[src/rtl/mips_run_ctrl.sv]
// Reset and run-control sequencer for the MIPS core: reset hold, run gating, budget/self-loop/abort stop.
// Optional MIPS_RUN_TRACE_EN adds simulation-only per-cycle trace output; logic is unchanged.
module mips_run_ctrl #(
  parameter int unsigned PC_W          = 32,
  parameter int unsigned CNT_W         = 16,
  parameter int unsigned RST_CYCLES    = 1,
  parameter int unsigned IFU_RST_EXTRA = 0,
  parameter int unsigned MAX_CYCLES    = 48,
  parameter int unsigned STALL_LIMIT   = 4
) (
  input  logic             Clk,
  input  logic             Reset,
  input  logic             start,
  input  logic             abort,
  input  logic [PC_W-1:0]  pc,
  input  logic             pc_valid,
  output logic             core_Reset,
  output logic             ifu_Reset,
  output logic             run,
  output logic             done,
  output logic [1:0]       halt_cause,
  output logic [CNT_W-1:0] cycle_cnt
);

  localparam int unsigned RST_TOTAL = RST_CYCLES + IFU_RST_EXTRA;
  localparam int unsigned RC_W      = (RST_TOTAL > 1) ? $clog2(RST_TOTAL) : 1;
  localparam int unsigned SC_W      = (STALL_LIMIT > 1) ? $clog2(STALL_LIMIT) : 1;

  localparam logic [RC_W-1:0]  RST_LAST    = RC_W'(RST_TOTAL - 1);
  localparam logic [SC_W-1:0]  SAME_LAST   = SC_W'((STALL_LIMIT > 0) ? STALL_LIMIT - 1 : 0);
  localparam logic [CNT_W-1:0] BUDGET_LAST = CNT_W'((MAX_CYCLES > 0) ? MAX_CYCLES - 1 : 0);

  typedef enum logic [1:0] {S_IDLE, S_RST, S_RUN, S_DONE} state_t;

  state_t           state;
  logic [RC_W-1:0]  rst_cnt;
  logic [PC_W-1:0]  prev_pc;
  logic             prev_pc_vld;
  logic [SC_W-1:0]  same_cnt;

  logic             pc_repeat;
  logic             loop_hit;
  logic             budget_hit;
  logic [1:0]       exit_cause;
  logic             run_exit;
  logic [CNT_W-1:0] cnt_next;
  logic             core_rst_next;

  always_comb begin
    pc_repeat     = pc_valid && prev_pc_vld && (pc == prev_pc);
    loop_hit      = (STALL_LIMIT != 0) && pc_repeat && (same_cnt == SAME_LAST);
    budget_hit    = (MAX_CYCLES != 0) && (cycle_cnt == BUDGET_LAST);
    exit_cause    = abort      ? 2'b11 :
                    loop_hit   ? 2'b10 :
                    budget_hit ? 2'b01 : 2'b00;
    run_exit      = (state == S_RUN) && (exit_cause != 2'b00);
    cnt_next      = (cycle_cnt == '1) ? cycle_cnt : cycle_cnt + CNT_W'(1);
    // core_Reset is registered, so it is computed for the RST cycle about to start
    core_rst_next = (32'(rst_cnt) + 32'd1) < RST_CYCLES;
  end

  always_ff @(posedge Clk) begin
    if (Reset) begin
      state       <= S_IDLE;
      core_Reset  <= 1'b1;
      ifu_Reset   <= 1'b1;
      run         <= 1'b0;
      done        <= 1'b0;
      halt_cause  <= 2'b00;
      cycle_cnt   <= '0;
      rst_cnt     <= '0;
      prev_pc     <= '0;
      prev_pc_vld <= 1'b0;
      same_cnt    <= '0;
    end else begin
      case (state)
        S_IDLE: begin
          if (start) begin
            state      <= S_RST;
            rst_cnt    <= '0;
            cycle_cnt  <= '0;
            core_Reset <= 1'b1;
            ifu_Reset  <= 1'b1;
          end
        end
        S_RST: begin
          if (rst_cnt == RST_LAST) begin
            state       <= S_RUN;
            core_Reset  <= 1'b0;
            ifu_Reset   <= 1'b0;
            run         <= 1'b1;
            prev_pc_vld <= 1'b0;
            same_cnt    <= '0;
          end else begin
            rst_cnt    <= rst_cnt + RC_W'(1);
            core_Reset <= core_rst_next;
          end
        end
        S_RUN: begin
          cycle_cnt <= cnt_next;
          if (pc_valid) begin
            prev_pc     <= pc;
            prev_pc_vld <= 1'b1;
            same_cnt    <= pc_repeat ? same_cnt + SC_W'(1) : '0;
          end
          if (run_exit) begin
            state      <= S_DONE;
            run        <= 1'b0;
            done       <= 1'b1;
            halt_cause <= exit_cause;
          end
        end
        S_DONE: begin
          if (start) begin
            state      <= S_RST;
            rst_cnt    <= '0;
            cycle_cnt  <= '0;
            done       <= 1'b0;
            halt_cause <= 2'b00;
            core_Reset <= 1'b1;
            ifu_Reset  <= 1'b1;
          end
        end
        default: state <= S_IDLE;
      endcase
    end
  end

`ifdef MIPS_RUN_TRACE_EN
  always_ff @(posedge Clk) begin
    if (!Reset && state == S_RUN) begin
      $display("mips_run_ctrl: cycle %0d pc %h", cycle_cnt, pc);
      if (run_exit)
        $display("mips_run_ctrl: done cause %b cycles %0d", exit_cause, cnt_next);
    end
  end
`else
`endif

endmodule

[config.mk]
export PLATFORM = sky130hd
export DESIGN_NAME = mips_run_ctrl
export DESIGN_NICKNAME = d
export VERILOG_FILES = /design/src/rtl/mips_run_ctrl.sv
export SDC_FILE = /design/constraint.sdc
export NUM_CORES = 1
export LEC_CHECK = 0
export CORE_ASPECT_RATIO = 1.1
export CORE_MARGIN = 2
export CORE_UTILIZATION = 51
export CTS_CLUSTER_DIAMETER = 100
export DETAILED_ROUTE_END_ITERATION = 16
export PLACE_DENSITY = 0.86
export SLEW_MARGIN = 20
export SYNTH_ARGS = -nofsm -noshare
export SYNTH_HDL_FRONTEND = slang
export SYNTH_SLANG_ARGS = --single-unit
[constraint.sdc]
create_clock -name Clk -period 2.44 [get_ports Clk]
set_clock_uncertainty 0.05 [all_clocks]
set_input_delay 0.244 -clock Clk [delete_from_list [all_inputs] [get_ports Clk]]
set_output_delay 0.244 -clock Clk [all_outputs]
set_load 0.05 [all_outputs]
Word-level counts from Yosys, hierarchy flattened
Index checks and enable logic that the tools add are counted.
{ "classes": {"addsub": 4, "magnitude_cmp": 1, "n_eq_ne": 13, "mux": 32, "n_reduce_logical": 19} }
{ "ops": {"columns": ["cell", "count"], "rows": [
  ["$eq 32x32->1", 1],
  ["$mux 16", 2],
  ["$pmux 16 s2", 1],
  ["$mux 2", 10],
  ["$reduce_and 3->1", 6],
  ["$add 16x1->16 const B", 1],
  ["$eq 16x16->1 const B", 1],
  ["$eq 16x6->1 const B", 1],
  ["$pmux 1 s2", 6],
  ["$mux 1", 10],
  ["$ne 2x2->1 const B", 5],
  ["$reduce_bool 2->1", 5],
  ["$pmux 2 s2", 2],
  ["$eq 2x2->1 const B", 3],
  ["$pmux 2 s3", 1],
  ["$logic_and 1x1->1", 4],
  ["$reduce_and 2->1", 2],
  ["$add 1x1->2 const B", 1],
  ["$add 2x1->2 const B", 1],
  ["$eq 2x1->1 const B", 1],
  ["$logic_not 2->1", 1],
  ["$lt 2x1->1 const B", 1],
  ["$ne 2x1->1 const B", 1],
  ["$reduce_or 2->1", 1],
  ["$add 1x1->1 const B", 1]
]} }
{ "totals": {"register_bits": 60, "inputBits": 37, "output_inout_bits": 22, "wordCells": 80} }

Depth between registers and ports, before layout
{ "depth": {"depth_word": 9, "mapped_depth": 8} }

Worst setup path after synthesis
Ideal clock, no wire load.
{ "synth_path": {"path_type": "register to register", "startpoint": "register cycle_cnt[0]", "endpoint": "register state[0]", "setup_time_ns": 0.123, "arrival_ns": 1.974, "slack_ns": 0.293, "stages_incl_launch_ff": 6, "period_less_slack_ns": 2.147, "cell_sequence": "dfxtp_1 > ha_1 > and3_2 > a41oi_1 > a32oi_1 > mux2_1"} }
{ "synth_via": {"elab_chain_len": 8} }
{ "synth_rtl": {"columns": ["item", "line_no", "source"], "rows": [
  ["from (decl)", "22", "output logic [CNT_W-1:0] cycle_cnt"],
  ["from (signal assigned)", "100", "cycle_cnt <= cnt_next;"],
  ["$eq 16x6->1", "52", "budget_hit = (MAX_CYCLES != 0) && (cycle_cnt == BUDGET_LAST);"],
  ["$mux 1", "55", "budget_hit ? 2'b01 : 2'b00;"],
  ["$mux 2", "54", "loop_hit ? 2'b10 :"],
  ["$mux 2", "53", "exit_cause = abort ? 2'b11 :"],
  ["$reduce_bool 2->1", "56", "run_exit = (state == S_RUN) && (exit_cause != 2'b00);"],
  ["$logic_and 1x1->1", "56", null],
  ["$ne 2x2->1 (no source line)", null, null],
  ["$reduce_and 3->1 (no source line)", null, null],
  ["to (signal assigned)", "64", "state <= S_IDLE;"],
  ["to (signal assigned)", "79", "state <= S_RST;"],
  ["to (signal assigned)", "88", "state <= S_RUN;"],
  ["to (decl)", "35", "state_t state;"]
]} }
Every way passes these cells.
A chain may end at the register's enable or synchronous reset.

Final worst setup path
{ "layout_path": {"startpoint": "register cycle_cnt[0]", "endpoint": "register cycle_cnt[0]"} }
{ "layout_via": {"elab_chain_len": 3, "elab_cells_between_ends": 6, "cone_classes": "1 x add/sub; 2 x eq/ne; 2 x mux; 1 x reduce/logical"} }
{ "layout_rtl": {"columns": ["item", "line_no", "source"], "rows": [
  ["$add 16x1->16 / $eq 16x16->1 (equally long branches)", "57", "cnt_next = (cycle_cnt == '1) ? cycle_cnt : cycle_cnt + CNT_W'(1);"],
  ["$mux 16 / $ne 2x2->1 (equally long branches)", null, null],
  ["$pmux 16 s2 / $reduce_and 3->1 (equally long branches)", null, null]
]} }
Several ways; a longest one is shown, not always the timed one. The select of a mux whose other input is x is not followed.

==> out/results.txt <==
Synth top area cells: dfxtp_1 42%, xnor2_1 10%, nand2_1 10%, a21oi_1 6.6%, xor2_1 4.4%
Layout cell share with drive strength beyond 1: 8.23%
Setup TNS: 0 ps
Clock-pin slew on the worst setup and hold paths: 60 ps
Max-Cap Viols: 0
CTS resizes: 0
Clock buffer count from CTS: 9
Clock Sinks: 58
CTS Root Buffer Type: clkbuf_8
Top cell type's share of synthesized area: 41.5%
Routed wire per std cell: 13.8 um
Slowest-stage cell, CP: a31oi_4
Max Freq: 470 MHz
Core ar.: 0.00533 mm2
CTS tree: yes
Finished Layout Cells: 476
Critical-path cell list: ha_1, and3_2, and3_1, a31oi_4, nand2_1, nand2_1, buf_4, nor2_1
Vias in the first global route: 2423
Worst-Margin Slew: 545 ps
Die Width: 74.6 um
Status: complete, no violations
DR DRC count: 0
DP Worst Slack: 18.2 ps
Final setup fails: 0
Dpl cell area: 0.00346 mm2
Number of iterations in the first detailed-routing pass: 4
Final Hold Fails: 0
CP peak stage delay: 440 ps
Post-CTS setup buffers: 0
Remaining global-route overflow: 0
Vias per std cell: 5.28
Gr usage total: 22.8%
Worst Path Required: 2610 ps
Tcrit/Tclk final: 87.2%
Antenna violations before repair: 0
Clock latency on the worst-skew pair: 340 ps
Cell Pwr Density: 814 mW/mm2
Area leader, netlist: dfxtp_1
DIE AREA: 0.00609 mm2
Final core occ: 68.7%
CP dominant cell by count: nand2_1
Nets: 440
Syn-to-layout area delta: 30.8%
Setup crit start kind: register
FF+latch count, synth: 58
Hold Crit Class: register to register
Antenna Violating Nets Remaining: 0
Unique cell type count in the Yosys netlist: 43
Syn Area/Cell: 8.35 um2
Routed wire length: 6580 um
Syn. warnings: 0
Slew headroom: 63.5%
Post-layout worst setup margin: 313 ps
Critical Path Fanout Max: 16
Maximum vdd drop: 0.000509 V
FILL cells: 441
Total power: 2.98 mW
DRT iter0 DRCs: 161
Part of the Yosys area used for sequential elements: 41.5%
Hold buffer count at cts: 0
Vias: 2513
Fin area: 0.00366 mm2
Maximum clock path buffer count: 2
Crit end category: register
I/O pin count: 59
Syn Nets: 378
RSZ-0062 raised after global routing: no
Placed cells: 461
Setup Crit Path Kind: register to register
Largest net degree at the start of global routing: 30
Synthesized netlist cell count: 335
GPL Wtd Cong: 0.803
Min Tclk post-route: 2130 ps
Worst Path Arrival: 2300 ps
Final HPWL DP: 4560 um
Hold WS: 418 ps
First-pass GRT wire length: 10500 um
Initial Util: 52.5%
Static leakage: 1.28 nW
N_diodes: 0
Placement row count: 28
Slew Viols, Final: 0
Die height: 81.7 um
H-tree Lvls: 3
Syn Std Cell Area: 0.00280 mm2
PortBufs: 58
## cell usage in the layout, fill, tap and decap left out, types with 2 or more instances in the layout
master,Yosys,layout
dfxtp_1,58,58
nor2_1,21,21
clkbuf_8,1,12
nand2b_1,2,2
clkdlybuf4s50_1,0,58
nand3_1,9,9
mux2i_1,2,2
a21oi_1,37,37
xor2_1,14,14
a31oi_1,2,2
nor4_1,2,2
inv_1,6,6
and3_1,3,3
a21o_2,2,2
nand4_1,16,16
and4_1,3,3
nand2_1,75,75
and2_1,3,3
nor3_1,2,2
ha_1,6,6
o21ai_0,2,2
buf_4,1,11
and3_2,2,2
xnor2_1,33,33
## cells by family (layout without fill, tap and decap cells)
family	after synthesis	after routing	synth area share (%)
AO/OA/AOI/OAI	52	52	11.2
XOR/XNOR	47	47	14.7
adder cells (fa/ha/maj)	6	6	2.68
buffers and inverters	24	90	4.34
flip-flops	58	58	41.5
multiplexers	3	3	1.12
AND/OR/NAND/NOR	145	145	24.5
## cell type report
type	instances	area, um2	area share (%)
multi-input cells	253	1520	41.4
clock inverters	2	35.0	0.957
clock buffers	13	169	4.62
repair buffers	69	663	18.1
well taps	75	93.8	2.56
flip-flops and latches	58	1160	31.7
inverters	6	22.5	0.615
## where the power goes
part | leakage, nW | switching, mW | internal [mW]
Sequential | 0.470 | 0.0873 | 1.06
Clock | 0.106 | 0.362 | 0.548
Combinational | 0.705 | 0.540 | 0.380
## synth_stat cells, drive strengths merged
master,instances
nor3,2
xor2,14
ha,6
clkbuf,13
a41oi,1
nand2,75
dfxtp,58
mux2,1
nor4b,1
nand2b,2
nor2b,1
a221oi,1
and2,4
a21o,3
o2111ai,1
and4,3
nor2,21
mux2i,2
nand3b,1
inv,6
a32oi,1
o32ai,1
and3,6
o31ai,1
buf,5
a21oi,37
nand3,9
o211ai,1
xnor2,33
a31oi,3
o21ai,2
nand4,17
nor4,3
## sequential cells by signal, summed over array words and instances, names as in the netlist
name and count:
run 1, same_cnt 2, core_Reset 1, halt_cause 2
cycle_cnt 16, done 1, prev_pc_vld 1, state 2
prev_pc 32
## layer usage
metal | vias up | share of wire, % | global-route usage (%)
li1 | 1253 | - | -
met1 | 1175 | 42 | 25.6
met2 | 73 | 50 | 39.6
met3 | 12 | 6.4 | 6.75
met4 | 0 | 1.6 | 10.0
met5 | - | 0 | 0
## critical path: cells and delay by family, from the launching register on
kind,cells,cell delay [ps]
DFF,1,350
adders and majority gates,1,240
and+or+nand+nor,5,730
buffers and inverters,1,210
AOI/OAI and AO/OA,1,440
## worst paths after layout
| path | startpoint | slack, ps | to | depth (start not counted) |
|---|---|---|---|---|
| max | cycle_cnt[0]$_SDFFE_PP0P_ | 310 | cycle_cnt[0]$_SDFFE_PP0P_ | 8 |
| min | prev_pc[22]$_SDFFE_PP0P_ | 420 | prev_pc[22]$_SDFFE_PP0P_ | 2 |
| max reg2reg | cycle_cnt[0]$_SDFFE_PP0P_ | 310 | cycle_cnt[0]$_SDFFE_PP0P_ | 8 |
| min reg2reg | prev_pc[22]$_SDFFE_PP0P_ | 420 | prev_pc[22]$_SDFFE_PP0P_ | 2 |
Note: power is estimated with default switching activity, not from simulation.
==> variant, RTL diff (same settings) <==
Encoding of `state_t`: now one-hot (4 bits for 4 states).
--- a/src/rtl/mips_run_ctrl.sv
+++ b/src/rtl/mips_run_ctrl.sv
@@ -32,3 +32,3 @@
 
-  typedef enum logic [1:0] {S_IDLE, S_RST, S_RUN, S_DONE} state_t;
+  typedef enum logic [3:0] {S_IDLE = 4'b0001, S_RST = 4'b0010, S_RUN = 4'b0100, S_DONE = 4'b1000} state_t;
 
Function: same outputs for any inputs over 10 cycles, from zero or initial values and one cycle with Reset high; not proved beyond that.
==> variant against the unedited design <==
  * Sequential cell count grew 2
  * Count of clock-buffer cells in the layout grew 1
  * Area after synthesis rose by 4.9%
  * Via count grew 9.1%
  * Design area rose by 3.7%
  * Routed wire length rose by 3.6%
  * Maximum frequency about the same
  * Worst setup slack is essentially flat
  * Register-to-register slack better by 0.05 ns
Power is not compared: it rests on default switching activity, and its combinational part moved more than twofold at a synthesized area within 25%.
==> variant: results (changes against the unedited design) <==
outcome: "completed"
syn_nets: 410  # +8.5%
synth.lib_cells_used.distinct: 39  # -9.3%
synthMuxAreaShare_pct: 0  # -1.1 points
grt_pass1_wl_um: 12100  # +16%
crit_arrival_ns: 2.34  # +0.04 ns
dr_wl_met3_um: 242  # -42%
hp-start: "prev_pc[29]"
final_layout_size_suffix_gt1_share_pct: 6.22  # -2.0 points
grt_max_degree: 34  # +13%
drt-total-wl_um: 6820  # +3.6%
timing.rr.end: "done"
top_regs: "prev_pc (32), cycle_cnt (16), state (4)"
routabilityCongestion: 0.893  # +11%
dp_cells: 494  # +7.2%
synth-compound-area-share_pct: 11.8  # +0.63 points
cp_max_fo: 3  # -13
viasPerCell: 5.39  # +2.0%
grt_usage_pct: 23.1  # +0.37 points
worst_path_max_delay_cell: "clkdlybuf4s50_1"
place_hpwl_um: 4890  # +7.4%
cpPeakStageDelay_ns: 0.51  # +0.07 ns
rr_worst_depth: 6  # -2
grt_pass1_vias: 2749  # +13%
reg2reg_slack_ns: 0.36  # +0.05 ns
whs_endpoint: "prev_pc[29]"
fill_cells: 452  # +2.5%
synthAdderAreaFrac_pct: 0.853  # -1.8 points
yosysSeqAreaShare_pct: 40.9  # -0.56 points
synth-xor-area-share_pct: 13.1  # -1.6 points
-- variant: cell types whose count changed in the layout (fill, tap and decap cells not counted), sizes merged, moves of 4 or more --
cell   delta
xnor2    -18
nand4    -15
nor4     +15
ha        -4
a21oi    +11
xor2     +15
nand3     +6
nand2    +13
or3       +4
and3      -4
nor3      +5
-- variant: worst reg2reg max path, stage by stage, from the launching register on --
cell and delay [ns]:
dfxtp_1 0.32, xor2_1 0.17, or4b_1 0.54, nor4b_2 0.32, nor4b_4 0.32, a31oi_1 0.15, a21boi_1 0.15
-- variant: cells by family (layout without fill, tap and decap cells) --
family          Yosys count  after routing
flops                    60             60
simple gates            177            177
compound gates           64             64
fa+ha+maj                 2              2
xor+xnor                 44             44
buf+inv                  24             87
-- variant: per-stage QoR --
step / power [mW] / TNS, ns / setup slack (ns) / hold slack [ns] / cell area [µm²]
after floorplan: 1.09 / 0 / 0.217 / 0.307 / 2930
after global placement: 1.19 / 0 / 0.0974 / 0.391 / 3590
after detailed placement: 1.19 / -0.0146 / -0.0146 / 0.409 / 3590
after CTS: 2.09 / 0 / 0.311 / 0.417 / 3800
after global routing: 2.15 / 0 / 0.188 / 0.430 / 3800
final: 2.08 / 0 / 0.314 / 0.415 / 3800
-- variant: worst max path at each step --
stage / from / to / slack [ns] / cells after the start
final: pc[20] / done / 0.31 / 7
after detailed placement: pc[20] / done / -0.01 / 7
after global placement: pc[20] / done / 0.1 / 7
after CTS: pc[20] / done / 0.31 / 7
after floorplan: cycle_cnt[0] / cycle_cnt[7] / 0.22 / 8
after global routing: pc[20] / done / 0.19 / 7
-- variant: routing by layer --
layer  vias up  GRT usage [%]
li1       1384              -
met1      1272           26.0
met2        66           41.8
met3        20           4.22
met4         0           11.4
met5         -              0
-- variant: report_power, final --
| part | switching, mW | leakage [nW] | internal, mW |
|---|---|---|---|
| logic | 0.0876 | 0.759 | 0.0878 |
| registers | 0.00948 | 0.484 | 0.985 |
| clock network | 0.361 | 0.103 | 0.551 |
| total | 0.458 | 1.35 | 1.62 |
-- variant: area by class of cell --
cell class / count / area [µm²] / area share, %
Multi-Input combinational cell: 287 / 1630 / 43.0
Sequential cell: 60 / 1200 / 31.6
Timing Repair Buffer: 67 / 648 / 17.1
Clock buffer: 14 / 173 / 4.55
Tap cell: 75 / 93.8 / 2.47
Clock inverter: 1 / 30.0 / 0.791
Inverter: 5 / 18.8 / 0.494
